`config.mk`:
```
export PLATFORM = sky130hd
export DESIGN_NAME = photonic_frame_tx
export DESIGN_NICKNAME = d
export VERILOG_FILES = /design/src/rtl/photonic_frame_tx.sv
export SDC_FILE = /design/constraint.sdc
export NUM_CORES = 1
export LEC_CHECK = 0
export ABC_CLOCK_PERIOD_IN_PS = 2800
export CORE_AREA = 2 2 45 47
export DETAILED_ROUTE_END_ITERATION = 12
export DIE_AREA = 0 0 47 49
export HOLD_SLACK_MARGIN = 0.02
export PLACE_DENSITY = 0.73
export SYNTH_ARGS = -nofsm -noshare
export SYNTH_HDL_FRONTEND = slang
export SYNTH_SLANG_ARGS = --single-unit
```
`constraint.sdc`:
```
create_clock -name clk -period 2.8 [get_ports clk]
set_input_delay 0.28 -clock clk [delete_from_list [all_inputs] [get_ports clk]]
set_output_delay 0.28 -clock clk [all_outputs]
set_load 0.1 [all_outputs]
```
`src/rtl/photonic_frame_tx.sv`:
```
// Framing serialiser for the photonic transmit path: preamble, LSB-first data
// beats and an optional per-lane parity beat, with back-to-back frame support.
module photonic_frame_tx #(
   parameter int unsigned      LANES     = 2,
   parameter int unsigned      BEATS     = 4,
   parameter int unsigned      PRE_BEATS = 1,
   parameter logic [LANES-1:0] PRE_WORD  = {LANES{1'b1}},
   parameter bit               PARITY    = 1'b1
) (
   input  logic                   clk,
   input  logic                   rst_n,
   input  logic                   tx_en,
   input  logic [LANES*BEATS-1:0] in_data,
   input  logic                   in_valid,
   output logic                   in_ready,
   output logic [LANES-1:0]       tx_out,
   output logic                   tx_active
);

   localparam int unsigned W       = LANES * BEATS;
   localparam int unsigned CNT_MAX = (PRE_BEATS > BEATS) ? ((PRE_BEATS > 2) ? PRE_BEATS : 2)
                                                         : ((BEATS > 2) ? BEATS : 2);
   localparam int unsigned CW      = $clog2(CNT_MAX);
   localparam logic [CW-1:0] PRE_LAST  = CW'((PRE_BEATS == 0) ? 0 : PRE_BEATS - 1);
   localparam logic [CW-1:0] DATA_LAST = CW'(BEATS - 1);

   typedef enum logic [1:0] {IDLE, PRE, DATA, PAR} state_t;

   localparam state_t START = (PRE_BEATS == 0) ? DATA : PRE;

   state_t           state, state_nxt;
   logic [CW-1:0]    cnt, cnt_nxt;
   logic [W-1:0]     shift, shift_nxt;
   logic [LANES-1:0] par, par_nxt;
   logic             last_beat;
   logic             accept;

   assign last_beat = PARITY ? (state == PAR) : ((state == DATA) && (cnt == DATA_LAST));
   assign in_ready  = rst_n & tx_en & ((state == IDLE) | last_beat);
   assign accept    = in_valid & in_ready;
   assign tx_active = (state != IDLE);

   always_ff @(posedge clk) begin
      if (!rst_n) begin
         state <= IDLE;
         cnt   <= '0;
         shift <= '0;
         par   <= '0;
      end else begin
         state <= state_nxt;
         cnt   <= cnt_nxt;
         shift <= shift_nxt;
         par   <= par_nxt;
      end
   end

   always_comb begin
      state_nxt = state;
      cnt_nxt   = cnt;
      shift_nxt = shift;
      par_nxt   = par;
      tx_out    = '0;
      unique case (state)
         IDLE: ;
         PRE: begin
            tx_out = PRE_WORD;
            if (cnt == PRE_LAST) begin
               state_nxt = DATA;
               cnt_nxt   = '0;
            end else begin
               cnt_nxt = cnt + CW'(1);
            end
         end
         DATA: begin
            tx_out    = shift[LANES-1:0];
            shift_nxt = shift >> LANES;
            par_nxt   = par ^ shift[LANES-1:0];
            if (cnt == DATA_LAST) begin
               cnt_nxt   = '0;
               state_nxt = PARITY ? PAR : IDLE;
            end else begin
               cnt_nxt = cnt + CW'(1);
            end
         end
         PAR: begin
            tx_out    = par;
            state_nxt = IDLE;
         end
         default: ;
      endcase
      // Accept only fires in IDLE or on the last beat, so it safely overrides the frame-end path.
      if (accept) begin
         state_nxt = START;
         cnt_nxt   = '0;
         shift_nxt = in_data;
         par_nxt   = '0;
      end
   end

endmodule

```
# After elaboration in Yosys (flattened, before gate mapping)
# Cells that the tools add are included.
[classes]
add_sub_neg = 1
eq_ne = 8
reduce_logical = 10
n_bitwise = 6
n_mux = 10
[ops]
columns = ["op", "count"]
rows = [
  ["two-way mux 8 bit", 2],
  ["case mux 2 bit (3 select lines)", 2],
  ["two-way mux 2 bit", 4],
  ["== test 2 bit (second input constant)", 3],
  ["AND reduction 3 bit", 2],
  ["nonzero test 2 bit", 3],
  ["zero test 2 bit", 2],
  ["case mux 2 bit (2 select lines)", 1],
  ["nonzero test 4 bit", 1],
  ["bitwise AND 1 bit", 3],
  ["!= test 3 x 2 -> 1 bit (second input constant)", 1],
  ["!= test 3 bit (second input constant)", 1],
  ["nonzero test 3 bit", 1],
  ["adder 2 x 1 -> 2 bit (second input constant)", 1],
  ["== test 2 x 1 -> 1 bit (second input constant)", 1],
  ["!= test 2 x 1 -> 1 bit (second input constant)", 1],
  ["!= test 2 bit (second input constant)", 1],
  ["OR reduction 2 bit", 1],
  ["XOR 2 bit", 1],
  ["two-way mux 1 bit", 1],
  ["inverter 1 bit", 1],
  ["OR 1 bit", 1],
]
[word_totals]
word_cells = 40
out_inout_bits = 4
ff_bits = 14

# Longest topological paths before layout
# Gate-level depths: netlist (run 1).
[logic_depth]
depth_word = 6
depth_mapped = 7
mapped_depth_nobuf = 5

# Worst setup path after synthesis (run 1)
# No wires, ideal clock.
[synth_timing]
kind = "register -> output"
start = "reg state[0]"
end = "out tx_out[0]"
path_slack_ps = -121
required_time_ps = 2520
arrival_time_ps = 2641
path_stages_with_launch = 6
cell_sequence = "dfxtp_1 -> inv_1 -> ha_1 -> buf_2 -> nand2_1 -> a31oi_1"
[synth_via]
elab_chain_cells = 2
word_cells_on_any_way = 4
cone_classes = "3 x eq/ne; 1 x mux"
[synth_rtl]
columns = ["item", "line_no", "source"]
rows = [
  ["from (decl)", "31", "state_t state, state_nxt;"],
  ["from (signal assigned)", "50", "state <= state_nxt;"],
  ["== test 2 bit / == test 2 x 1 -> 1 bit (equally long branches)", "63", "unique case (state)"],
  ["case mux 2 bit (3 select lines) *", "63", ""],
  ["to (decl)", "16", "output logic [LANES-1:0] tx_out,"],
]
# Mark *: on every way between the ends. The rest lies on a longest branch, timed or not.

# Worst setup path in the final report (run 1)
[layout_timing]
start = "reg state[0]"
end = "out tx_out[1]"
# The elaborated chain is that of the path after synthesis.

==> results of run 1 <==
area by class of cell:
cell class / instances / area share [%]
Timing Repair Buffer: 15 / 14.3
Clock buffer: 4 / 3.40
Sequential cell: 14 / 26.2
Multi-Input combinational cell: 65 / 49.4
Inverter: 10 / 3.51
Tap cell: 27 / 3.16
cell families (layout without fill, tap and decap cells):
group / after synthesis / in the layout
multiplexers: 9 / 9
AO/OA/AOI/OAI: 16 / 16
XOR/XNOR: 2 / 2
AND/OR/NAND/NOR: 28 / 28
flip-flops: 14 / 14
buffers and inverters: 14 / 29
adder cells (fa/ha/maj): 10 / 10
synth_stat cells, types with 2 or more instances:
library cell,n
a31oi_1,2
buf_2,2
dfxtp_1,14
ha_1,10
inv_1,10
mux2i_1,9
nand2_1,12
nor2_1,7
nor2b_1,6
o211a_1,6
xor2_1,2
worst reg2reg max path: cells and delay by family, from the launching register on:
| kind | cells | cell delay [ns] |
|---|---|---|
| buf+inv | 1 | 0.16 |
| compound gates | 2 | 0.54 |
| flops | 1 | 0.49 |
| simple gates | 1 | 0.34 |
| fa+ha+maj | 1 | 0.41 |
how the worst max path moves through the flow:
stage,from,to,slack [ns],cells after the start
after floorplan,state[1]$_SDFFE_PP0P_,in_ready,0.27,4
after global placement,state[1]$_SDFFE_PP0P_,tx_out[1],0.77,4
after detailed placement,state[0]$_SDFFE_PN0P_,tx_out[1],0.78,5
after CTS,state[0]$_SDFFE_PN0P_,tx_out[1],0.43,5
after global routing,state[0]$_SDFFE_PN0P_,tx_out[1],0.31,5
final,state[0]$_SDFFE_PN0P_,tx_out[1],0.46,5
metrics by stage:
| step | hold WS [ns] | instances |
|---|---|---|
| floorplan | 0.436 | 93 |
| global placement | 0.501 | 131 |
| detailed placement | 0.507 | 131 |
| CTS | 0.535 | 135 |
| global route | 0.572 | 135 |
| finish | 0.526 | 135 |
state kept, by name, summed over array words and instances, names as in the netlist:
| register | cells |
|---|---|
| state | 2 |
| shift | 8 |
| cnt | 2 |
| par | 2 |
power groups by stage:
stage	Sequential (mW)	Combinational [mW]	Clock (mW)
floorplan	0.270	0.536	0
global placement	0.277	0.650	0
detailed placement	0.279	0.657	0
CTS	0.274	0.662	0.154
global route	0.281	0.709	0.160
finish	0.274	0.659	0.150
metal layers:
| layer | vias up | share of wire, % | GRT usage (%) |
|---|---|---|---|
| met5 | - | 0 | 0 |
| met4 | 0 | 2.6 | 9.72 |
| met3 | 4 | 3.8 | 4.44 |
| met2 | 12 | 45 | 23.3 |
| li1 | 351 | - | - |
| met1 | 308 | 48 | 22.9 |
==> metrics.md, run 1 <==
| Metric | Value |
|---|---|
| Outcome | complete, no violations |
| GP Congestion | slightly below 0.8 |
| Hold buffer count at CTS | 0 |
| Commonest non-fill, non-tap cell in the layout | dfxtp_1 |
| Setup CP Type | flip-flop to output pin |
| Post-synthesis compound-gate area fraction | roughly 16% |
| Top_reg_cell synth | dfxtp_1 |
| Most frequent cells in the layout | 14 x dfxtp_1, 12 x nand2_1, 11 x clkdlybuf4s50_1 |
| Reg2reg start | state[1]$_SDFFE_PP0P_ |
| Synth warn | 0 |
| Post-CTS Resized | 0 |
| Num ports | 16 |
| Via count | between 600 and 700 |
| WP data arrival | about 2.1 ns |
| Worst hold path depth | 2 |
| Layout cells sized above 1 | 11.1% |
| R2R Path End | state[0]$_SDFFE_PN0P_ |
| Final setup viols | 0 |
| Overall routing resource usage | between 10% and 20% |
| Hold endpoint | par[1]$_SDFFE_PP0P_ |
| Routed WL per cell | about 12 um |
| # H-tree levels | 1 |
| Number of global-route vias before repair | approximately 630 |
| Filler cell count | between 150 and 200 |
| Synth Instances | 93 |
| Final Hold Fails | 0 |
| Pins Over Slew Limit | 0 |
| Core Area | 1840 sq um |
| First-pass GRT wire length | approximately 2700 um |
| Req. time, crit path | 2.52 ns |
| Die width | roughly 47 um |
| HP Start | par[1]$_SDFFE_PP0P_ |
| Post-DP HPWL | 1190 um |
| P_leak | 0.520 nW |
| Post-synth EDFFs | 0 |
| CTS tree | built |
| Initial core utilization | 46.6% |
| Syn Nets | between 100 and 150 |
| CP cell instances | inv_1, ha_1, nand2_1, a31oi_2, buf_12 |
| Post-synthesis adder-cell area fraction | between 10 and 15% |
| Multiplexer share of the synthesized area | between 10% and 20% |
| Post-synth top area cell | dfxtp_1 |
| TritonCTS Sinks | 14 |
| Top cell type's share of synthesized area | 32.7% |
| Crit end category | output pin |
| Worst hold path type | flip-flop to flip-flop |
| Ys async rst share | 0% |
| Minimum clock period after layout | between 2 and 2.5 ns |
| Sequential fraction of the synthesis area | about a third |
| Combinational fraction of design power | 60.8% |
| Internal | about 0.55 mW |
| Reg area | approximately 280 sq um |
| Xor-xnor portion of the synthesized cell area | 2.04% |
| Final WL | 1600 um |
| Initial DRT Pass Iterations | 4 |
| PD cells | 1010 nW/um^2 |
| Tot Pwr | between 1 and 1.5 mW |
| Crit-path leading delay family | adder cells |
| Diode count | 0 |
| Sequential power share | between 20% and 30% |
| VDD IR max | ~0.86 mV |
| Clock buffer depth | 2 |
| Area Growth Syn to Fin | 24.5% |
| Final period util | a little over four fifths |
| Post-layout nets | approximately 130 |
| Worst slew pin tran | around 0.54 ns |
| Clock share of power | between 10% and 20% |
| Total congestion overflow | 0 |
| Max_cap viols | 0 |
| Largest family of logic cells by synthesized area | simple AND/OR/NAND/NOR gates |
| Syn Area/Cell | about 9.2 sq um |
| Placed cell area | around 1000 sq um |
| Post-synthesis cell type count | 24 |
| Area of the multi-input gates | roughly 530 sq um |
| Fmax achieved | roughly 430 MHz |
| Final Util | roughly three fifths |
| Fin Setup TNS | 0 ns |
| Relative slew slack | about 64% |
| Switching share of power | between 40% and 50% |
| Clk_skew | about 0.0083 ns |
| Die area | about 2300 sq um |
| Clock transition at path regs | 0.09 ns |
| Clk_lat worst skew | 0.29 ns |
| DRC Markers | 0 |
| Die height | slightly below 50 um |
| Buffers on Ports | 15 |
| Cells on worst reg2reg path | 5 |
| Vias/cell | 5.00 |
| Switching power | about 0.54 mW |
| WP buf/inv | 2 |
| Register bit total from synthesis | 14 |
| Largest net degree at the start of global routing | 17 |
| Post-Syn Area | around 860 sq um |
| CP Launch Type | flip-flop |
| Slowest stage delay, CP | between 0.5 and 0.6 ns |
| Routed Antenna Nets | 0 |
| RSZ-0062 raised after global routing | no |
| # rows | 16 |
| Synth top area cells | dfxtp_1 33%, ha_1 15%, mux2i_1 10% |
| Dpl ws | about 0.78 ns |
| Root buffer cell | clkbuf_4 |
| CP max-delay cell | ha_1 |
| Post-CTS setup buffer count | 0 |
| Post-route cell area | around 1100 sq um |
| CTS buffer count | 3 |
| Crit-path max FO | 12 |
| Initial antenna violation count | 0 |
| PnR worst setup slack | ~0.46 ns |
| FF-to-FF setup slack | 0.81 ns |
| Initial DRC count | 12 |
| Simple-Gate Fraction of Synth Area | ~17% |
(Power assumes the default switching activity.)
==> inputs of run 2 (changes only) <==
==> config.mk (replaced) <==
export PLATFORM = sky130hd
export DESIGN_NAME = photonic_frame_tx
export DESIGN_NICKNAME = d
export VERILOG_FILES = /design/src/rtl/photonic_frame_tx.sv
export SDC_FILE = /design/constraint.sdc
export NUM_CORES = 1
export LEC_CHECK = 0
export ABC_CLOCK_PERIOD_IN_PS = 2100
export CORE_AREA = 2 2 47 49
export DETAILED_ROUTE_END_ITERATION = 12
export DIE_AREA = 0 0 49 51
export HOLD_SLACK_MARGIN = 0.02
export PLACE_DENSITY = 0.7
export SYNTH_ARGS = -nofsm -noshare
export SYNTH_HDL_FRONTEND = slang
export SYNTH_SLANG_ARGS = --single-unit
==> constraint.sdc (replaced) <==
create_clock -name clk -period 2.1 [get_ports clk]
set_input_delay 0.21 -clock clk [delete_from_list [all_inputs] [get_ports clk]]
set_output_delay 0.21 -clock clk [all_outputs]
set_load 0.1 [all_outputs]
==> run 2 against run 1 <==
  * Via count is 1.2% higher
  * Non-clock buffer count is 3 higher
  * Clock skew hardly changed
  * Register-to-register slack worse by 0.53 ns
  * Core utilization is 2.9 points lower
  * Critical path type unchanged
  * Largest cell class unchanged
==> metrics.md, run 2 (synthesized netlist as in run 1, its figures left out) <==
| Metric | Value |
|---|---|
| Outcome | complete, no violations |
| Commonest non-fill, non-tap cell in the layout | dfxtp_1 |
| Initial DRT Pass Iterations | 4 (unchanged) |
| Overall routing resource usage | 13.9% (-3.0 points) |
| Req. time, crit path | 1.89 ns (-0.63 ns) |
| First-pass GRT wire length | 2680 um (-1.5%) |
| Clk_skew | 0.00853 ns (+0.000260 ns) |
| Via count | 683 (+1.2%) |
| P_leak | 0.547 nW (+5.2%) |
| Max reg flops | 8 (unchanged) |
| HP Start | par[0]$_SDFFE_PP0P_ |
| Root buffer cell | clkbuf_4 |
| Relative slew slack | 80.7% (+17 points) |
| Minimum clock period after layout | a little under 2 ns |
| Die area | 2500 sq um (+8.5%) |
| Routed WL per cell | 10.9 um (-8.5%) |
| Uppermost layer routed | met4 |
| Total congestion overflow | 0 (unchanged) |
| VDD IR max | 0.678 mV (-21%) |
| Placed cell count | 135 (+3.1%) |
| Final period util | between 90% and 100% |
| Initial DRC count | 9 (-3) |
| Met1 wire length | 673 um (-13%) |
| CP cell instances | inv_1, ha_1, buf_6, nand2_1, a31oi_2, buf_12 |
| Buffers on Ports | 15 (unchanged) |
| Post-layout nets | 134 (+2.3%) |
| CP Launch Type | flip-flop |
| Hold endpoint | par[0]$_SDFFE_PP0P_ |
| Slowest stage delay, CP | 0.38 ns (-0.15 ns) |
| Largest net degree at the start of global routing | 17 (unchanged) |
| Crit-path max FO | 10 (-2) |
| Met2 WL | 768 um (+5.5%) |
| Worst hold path type | flip-flop to flip-flop |
| Final Hold Fails | 0 (unchanged) |
| Reg2reg start | state[0]$_SDFFE_PN0P_ |
| RSZ-0062 raised after global routing | no |
| WL met3 | 54 um (-11%) |
| CTS tree | built |
| Post-DP HPWL | 1230 um (+3.7%) |
| Core Area | 2060 sq um (+12%) |
| Max_cap viols | 0 (unchanged) |
| Number of global-route vias before repair | 664 (+5.7%) |
| Clock transition at path regs | 0.09 ns (about the same) |
| TritonCTS Sinks | 14 (unchanged) |
| PD cells | 1370 nW/um^2 (+35%) |
| Cells on worst reg2reg path | 5 (unchanged) |
| Routed Antenna Nets | 0 (unchanged) |
| Largest reg by FF count | shift |
| CTS buffer count | 3 (unchanged) |
| Most frequent cells in the layout | 13 x dfxtp_1, 12 x nand2_1, 11 x clkdlybuf4s50_1 |
| Final WL | 1510 um (-5.8%) |
| Diode count | 0 (unchanged) |
| Worst slew pin tran | 0.290 ns (-0.253 ns) |
| Worst hold path depth | 2 (unchanged) |
| Die height | 51 um (+4.1%) |
| Layout cells sized above 1 | 15.3% (+4.2 points) |
| FF-to-FF setup slack | 0.28 ns (-0.53 ns) |
| Vias/cell | 4.91 (-1.7%) |
| Clk_lat worst skew | 0.27 ns (-0.02 ns) |
| Crit end category | output pin |
| Area Growth Syn to Fin | 32.5% |
| CP max-delay cell | dfxtp_1 |
| Tot Pwr | 1.56 mW (+44%) |
| Num ports | 16 (unchanged) |
| Fmax achieved | 511 MHz |
| # H-tree levels | 1 (unchanged) |
| Die width | 49 um (+4.3%) |
| Clock buffer depth | 2 (unchanged) |
| Pins Over Slew Limit | 0 (unchanged) |
| Final setup viols | 0 (unchanged) |
| Setup CP Type | flip-flop to output pin |
| # rows | 17 (+1) |
| R2R Path End | state[0]$_SDFFE_PN0P_ |
| DRC Markers | 0 (unchanged) |
| Initial antenna violation count | 0 (unchanged) |
| Hold buffer count at CTS | 0 (unchanged) |
| Initial core utilization | 41.6% (-5.0 points) |
| GP Congestion | 0.789 (+2.6%) |
| Fin cells | 139 (+3.0%) |
| WP data arrival | 1.75 ns (-0.31 ns) |
## run 2: worst max path at each step
stage                                     start  slack, ns                     to
after floorplan           state[1]$_SDFFE_PP0P_      -0.11              tx_out[0]
after global placement    state[1]$_SDFFE_PP0P_       0.33  state[0]$_SDFFE_PN0P_
after detailed placement  state[1]$_SDFFE_PP0P_       0.24  state[0]$_SDFFE_PN0P_
after CTS                 state[1]$_SDFFE_PP0P_       0.08              tx_out[1]
after global routing      state[0]$_SDFFE_PN0P_       0.03              tx_out[0]
final                     state[0]$_SDFFE_PN0P_       0.14              tx_out[1]
## run 2: report_power, final
group,total (mW),switching [mW],internal (mW),leakage (nW)
clock,0.189,0.0842,0.105,0.0210
combinational,0.997,0.590,0.407,0.412
sequential,0.369,0.0517,0.317,0.114
total,1.56,0.726,0.829,0.547
## run 2: stage by stage
step / hold WS [ns] / util, % / setup TNS [ns] / area [sq um] / worst slack, ns
floorplan: 0.366 / - / -0.220 / 873 / -0.113
finish: 0.532 / 55.1 / 0 / 1140 / 0.145
detailed placement: 0.518 / 53.1 / 0 / 1100 / 0.236
CTS: 0.537 / 54.9 / 0 / 1130 / 0.0782
global route: 0.550 / 55.1 / 0 / 1140 / 0.0268
global placement: 0.498 / 53.1 / 0 / 1100 / 0.329
## run 2: area by class of cell
type                    count  area, sq um
clock buffers               4         36.3
fillers                   192          926
inverters                  10         37.5
multi-input cells          65          531
flip-flops and latches     14          282
well taps                  28         35.0
repair buffers             18          216
## run 2: critical path, delay by kind of cell, from the launching register on
family / cells / cell delay (ns)
flip-flops: 1 / 0.38
AO/OA/AOI/OAI: 1 / 0.24
AND/OR/NAND/NOR: 1 / 0.10
buffers and inverters: 3 / 0.52
adder cells (fa/ha/maj): 1 / 0.22
## run 2: timing repair
item,in CTS,in global routing
setup endpoints to repair,0,2
buffers inserted,0,0
gates resized for setup,0,2
## run 2: routing by layer
layer | vias to the layer above | global-route usage [%]
li1 | 353 | -
met2 | 11 | 27.4
met4 | 0 | 5.71
met5 | - | 0
met1 | 317 | 13.7
met3 | 2 | 3.51
